===== config.mk =====
export PLATFORM = sky130hd
export DESIGN_NAME = neuron_accumulator
export DESIGN_NICKNAME = d
export VERILOG_FILES = /design/src/rtl/nn_pkg.sv /design/src/rtl/nn_saturate.sv /design/src/rtl/neuron_accumulator.sv
export SDC_FILE = /design/constraint.sdc
export NUM_CORES = 1
export LEC_CHECK = 0
export ABC_AREA = 1
export CORE_AREA = 2 2 80 112
export CTS_CLUSTER_DIAMETER = 150
export DETAILED_ROUTE_END_ITERATION = 6
export DIE_AREA = 0 0 82 114
export DONT_BUFFER_PORTS = 1
export HOLD_SLACK_MARGIN = 0.15
export PLACE_DENSITY_LB_ADDON = 0.3
export SETUP_SLACK_MARGIN = 0.15
export SLEW_MARGIN = 20
export SYNTH_ARGS = -nofsm -noshare
export SYNTH_HDL_FRONTEND = slang
export SYNTH_HIERARCHICAL = 1
export SYNTH_SLANG_ARGS = --single-unit
export TNS_END_PERCENT = 30

===== constraint.sdc =====
create_clock -name clk -period 3.4 [get_ports clk]
set_input_delay 0.68 -clock clk [delete_from_list [all_inputs] [get_ports clk]]
set_output_delay 0.68 -clock clk [all_outputs]
set_load 0.005 [all_outputs]

===== src/rtl/nn_pkg.sv =====
// Shared widths and FSM state type for the neuron accumulator.
package nn_pkg;
   localparam int PROD_W = 17;
   localparam int OUT_W  = 8;

   typedef enum logic [1:0] {
      IDLE,
      ACC,
      ACT
   } state_t;
endpackage


===== src/rtl/nn_saturate.sv =====
// Signed clamp from IN_W to OUT_W bits (IN_W must exceed OUT_W).
module nn_saturate #(
   parameter int IN_W  = 25,
   parameter int OUT_W = 24
) (
   input  logic signed [IN_W-1:0]  i_din,
   output logic signed [OUT_W-1:0] o_dout
);
   logic signed [IN_W-1:0] w_max;
   logic signed [IN_W-1:0] w_min;

   assign w_max = {{(IN_W-OUT_W+1){1'b0}}, {(OUT_W-1){1'b1}}};
   assign w_min = {{(IN_W-OUT_W+1){1'b1}}, {(OUT_W-1){1'b0}}};

   always_comb begin
      o_dout = i_din[OUT_W-1:0];
      if (i_din > w_max)
         o_dout = w_max[OUT_W-1:0];
      else if (i_din < w_min)
         o_dout = w_min[OUT_W-1:0];
   end
endmodule


===== src/rtl/neuron_accumulator.sv =====
// Bias + product accumulator with rescale, saturation and activation.
// Define NEURON_ACC_RELU_EN to apply ReLU to the output.
module neuron_accumulator
   import nn_pkg::*;
#(
   parameter int N_INPUTS = 8,
   parameter int SHIFT    = 7,
   parameter int ACC_W    = 24
) (
   input  logic                     clk,
   input  logic                     rst,
   input  logic                     start,
   input  logic signed [PROD_W-1:0] bias_in,
   input  logic                     prod_valid,
   input  logic signed [PROD_W-1:0] prod_in,
   output logic                     prod_ready,
   output logic                     busy,
   output logic                     done,
   output logic signed [OUT_W-1:0]  neuron_out,
   output logic                     ovf
);
   state_t                   r_state;
   logic signed [ACC_W-1:0]  r_acc;
   logic [7:0]               r_count;
   logic signed [OUT_W-1:0]  r_out;
   logic                     r_done;
   logic                     r_ovf;

   logic signed [ACC_W:0]    w_sum;
   logic signed [ACC_W-1:0]  w_acc_sat;
   logic                     w_clip;
   logic signed [ACC_W-1:0]  w_shift;
   logic signed [OUT_W-1:0]  w_sat8;
   logic signed [OUT_W-1:0]  w_act;
   logic signed [ACC_W-1:0]  w_bias;
   logic                     w_last;

   assign w_bias = {{(ACC_W-PROD_W){bias_in[PROD_W-1]}}, bias_in};
   assign w_sum  = {r_acc[ACC_W-1], r_acc}
                 + {{(ACC_W+1-PROD_W){prod_in[PROD_W-1]}}, prod_in};
   assign w_clip = (w_sum != {w_acc_sat[ACC_W-1], w_acc_sat});
   assign w_shift = r_acc >>> SHIFT;
   assign w_last  = (r_count == 8'(N_INPUTS - 1));

   nn_saturate #(
      .IN_W  (ACC_W + 1),
      .OUT_W (ACC_W)
   ) u_sat_acc (
      .i_din  (w_sum),
      .o_dout (w_acc_sat)
   );

   nn_saturate #(
      .IN_W  (ACC_W),
      .OUT_W (OUT_W)
   ) u_sat_out (
      .i_din  (w_shift),
      .o_dout (w_sat8)
   );

`ifdef NEURON_ACC_RELU_EN
   assign w_act = w_sat8[OUT_W-1] ? '0 : w_sat8;
`else
   assign w_act = w_sat8;
`endif

   always_ff @(posedge clk or negedge rst) begin
      if (!rst) begin
         r_state <= IDLE;
         r_acc   <= '0;
         r_count <= '0;
         r_out   <= '0;
         r_done  <= 1'b0;
         r_ovf   <= 1'b0;
      end else begin
         r_done <= 1'b0;
         unique case (r_state)
            IDLE: begin
               if (start) begin
                  r_acc   <= w_bias;
                  r_count <= '0;
                  r_ovf   <= 1'b0;
                  r_state <= ACC;
               end
            end
            ACC: begin
               if (prod_valid) begin
                  r_acc   <= w_acc_sat;
                  r_count <= r_count + 8'd1;
                  if (w_clip)
                     r_ovf <= 1'b1;
                  if (w_last)
                     r_state <= ACT;
               end
            end
            ACT: begin
               r_out   <= w_act;
               r_done  <= 1'b1;
               r_state <= IDLE;
            end
            default: r_state <= IDLE;
         endcase
      end
   end

   // ready/busy are decoded straight from state so upstream sees them same-cycle
   assign prod_ready = (r_state == ACC);
   assign busy       = (r_state != IDLE);
   assign done       = r_done;
   assign neuron_out = r_out;
   assign ovf        = r_ovf;
endmodule


==> results.txt <==
The flow ran to the end, but the final reports show violations. The final reports fail on setup timing. The most common library cell in the layout ignoring fill and taps is nand2_1. The repair_antennas step left the layout with diodes totalling 0. STA puts the critical path data required time at 3.57 ns. The number of DRC markers in iteration 0 came out at 532. The count of standard-cell rows came out at 40.

The unique cell type count in the Yosys netlist is 38. The critical path contains buffers and inverters numbering 4 combined. The count of nets left with antenna violations once routing finished came out at 0.

The portion of synthesized cell area occupied by the leading cell type is 0.301. Synthesis produced a netlist whose cell count is 855. Static timing analysis puts the maximum clock frequency at 284 MHz.

Headroom to the max-slew limit came out at 0.511. In this run the tool buffered the top-level ports with 0 buffer cells. The initial standard-cell utilization of the core came out at 0.574. Setup repair after global routing could not meet its margin everywhere. The detailed-route vias per instance came out at 5.45. The most numerous cell type found on the critical path is nand2_2. The number of flip-flops and latches in the synthesized netlist came out at 44. The buffer depth of the longest clock path is 2. The final weighted congestion in routability-driven placement is 0.968. The maximum level of the CTS H-tree is 2.

The synthesized area divided by synthesized cell count came out at 5.64 um^2. The number of antenna violations at the first check in global routing came out at 0. The min-delay analysis places its worst path in the category input pin to async pin. The top cell types in the final layout, fill and taps aside, are 358 x nand2_1, 140 x buf_4, 125 x inv_1. For this run, the register share of the synthesized area comes to 0.228.

The actual slew at the worst max-slew pin came out at 0.733 ns. The number of global-route vias before repair came out at 5844. The total standard cell area after synthesis is 4820 um^2. The element type at the critical path end is a register.

For this run, the number of Yosys warnings is 6. The post-detailed-route DRC marker count is 0. The synthesized design contains 0 enable-type register cells. Detailed routing inserted a total of 6000 vias. The die outline height came out at 114 um. The number of top-level pins came out at 50. The global-route congestion overflow total came out at 0.

After layout, the minimum clock period comes to 3.52 ns. The number of setup violations in the final report is 1. The global router's overall resource usage came out at 0.371. The finished cells cover 6680 um^2. The fraction of the core area covered by cells at the end of the flow is 0.794.

The overall routed net length came out at 17000 um. From synthesis to final layout, the design area changed by 38.5%. The placed wire-length estimate came out at 12700 um.

The iteration count of the initial detailed-routing pass is 5. The largest stage delay on the critical path is 0.40 ns. The number of nets in the synthesized netlist is 919.

The later pin in the worst-skew pair is clocked with a latency of 0.29 ns. In this run the worst path has a maximum fanout of 5. For flop-to-flop paths, the worst setup slack is -0.12 ns.

The number of nets in the layout is 1058. The slack of the critical path came out at -0.122 ns. The critical path in this run is classified as register to register.

The floorplan step defined a die boundary enclosing 9350 um^2. The horizontal die dimension is 82 um. The max-cap violation count is 0.

The fraction of final layout cells sized beyond drive strength 1 came out at 0.281. On the critical path the largest part of the delay comes from simple AND/OR/NAND/NOR gates. For this run, asynchronously set or reset flops after synthesis account for 1.00. The first global-routing pass estimated 26600 um of wire. The cell at the root of the clock tree is clkbuf_16. The core region area came out at 8410 um^2. The maximum number of pins on one net before global-route repair came out at 50. In this run the critical register-to-register path is captured at ovf. The startpoint of the worst register-to-register path is r_acc[0].

By area the synthesized netlist is led by nand2_1 30%, dfrtp_1 23%, inv_1 10%. The predominant post-synthesis flop cell is dfrtp_1. Data on the critical path arrives at its endpoint at 3.69 ns. The clock net sink count came out at 44. The worst setup path is launched from a register. Across all hold checks on the routed design, the worst slack comes to 0.238 ns. For the final database, setup skew stands at 0.00563 ns. The TritonCTS clock tree is done. The max-slew violation total from the final report is 0.

Counting cells, the worst reg-to-reg path comes to 30. Summed over all instances, the cell type with the most area after synthesis is nand2_1. The number of failing hold endpoints at the final stage is 0. Of the available clock period, the critical path in the final layout requires 1.04.

The total clock buffers created by CTS came out at 5. The cell area after placement came out at 5890 um^2. The clock-pin transition on the worst setup and hold timing paths came out at 0.06 ns. The slowest stage cell on the critical path is dfrtp_1. After detailed routing, the average wire length per cell comes to 15.5 um.
[cells in the mapped netlist (all sizes together), types with 3 or more instances]
cell type    n
a31oi       24
nand4        9
a21oi       21
nand3b       5
nor3         3
ha          25
o21ai        5
clkbuf      10
nand3       64
xor2         3
dfrtp       44
nor2        95
buf          4
inv        130
nand2      396
nor4         3
[registers in the layout (all words and copies together) (netlist names)]
signal / flops
r_count: 8
neuron_out: 8
r_acc: 24
ovf: 1
done: 1
r_state: 2
[worst max-delay path by stage]
stage / slack, ns / from / cells after the start / to
final: -0.12 / r_acc[0] / 30 / ovf
after global routing: -0.41 / r_acc[17] / 29 / ovf
after CTS: 0.001 / r_acc[0] / 31 / ovf
after detailed placement: -0.43 / prod_in[0] / 31 / ovf
after global placement: -0.34 / prod_in[0] / 31 / ovf
after floorplan: 0.09 / prod_in[0] / 31 / ovf
[logic make-up (layout without fill, tap and decap cells)]
| group | Yosys count | count (layout) | share of synthesized area |
|---|---|---|---|
| buffers and inverters | 145 | 284 | 0.119 |
| XOR/XNOR | 7 | 7 | 0.0184 |
| AO/OA/AOI/OAI | 55 | 55 | 0.0719 |
| AND/OR/NAND/NOR | 578 | 579 | 0.494 |
| adder cells (fa/ha/maj) | 26 | 26 | 0.0690 |
| flip-flops | 44 | 44 | 0.228 |
[final cells by class]
class	count	area [um^2]
multi-input cells	667	3660
fillers	641	1730
repair buffers	145	1130
flip-flops and latches	44	1120
inverters	131	492
well taps	105	131
clock buffers	5	125
clock inverters	3	18.8
[layer usage]
| metal | track usage | up-vias | routed length, um | share of wire |
|---|---|---|---|---|
| met2 | 0.629 | 235 | 8570 | 0.50 |
| li1 | - | 2942 | - | - |
| met4 | 0.311 | 0 | 1620 | 0.095 |
| met5 | 0 | - | 0 | 0 |
| met1 | 0.393 | 2735 | 6090 | 0.36 |
| met3 | 0.0530 | 88 | 717 | 0.042 |
[through the flow]
step | TNS [ns] | setup WS [ns] | cells
global placement | -0.392 | -0.341 | 1074
CTS | 0 | 0.00141 | 1090
floorplan | 0 | 0.0885 | 855
detailed placement | -0.855 | -0.433 | 1074
global route | -0.406 | -0.406 | 1100
finish | -0.122 | -0.122 | 1100
[what timing repair did]
action                                  CTS  global route
endpoints found under the hold margin    44             0
buffers inserted                          6             9
hold buffers                              1             0
resized for setup                        40            58
endpoints found under the setup margin    4            17
cloned                                    1             1
pin swaps                                13            12
Power is left out: the tool's default activity adds up to more than one toggle a clock period on the data nets, which glitch-free logic cannot reach.
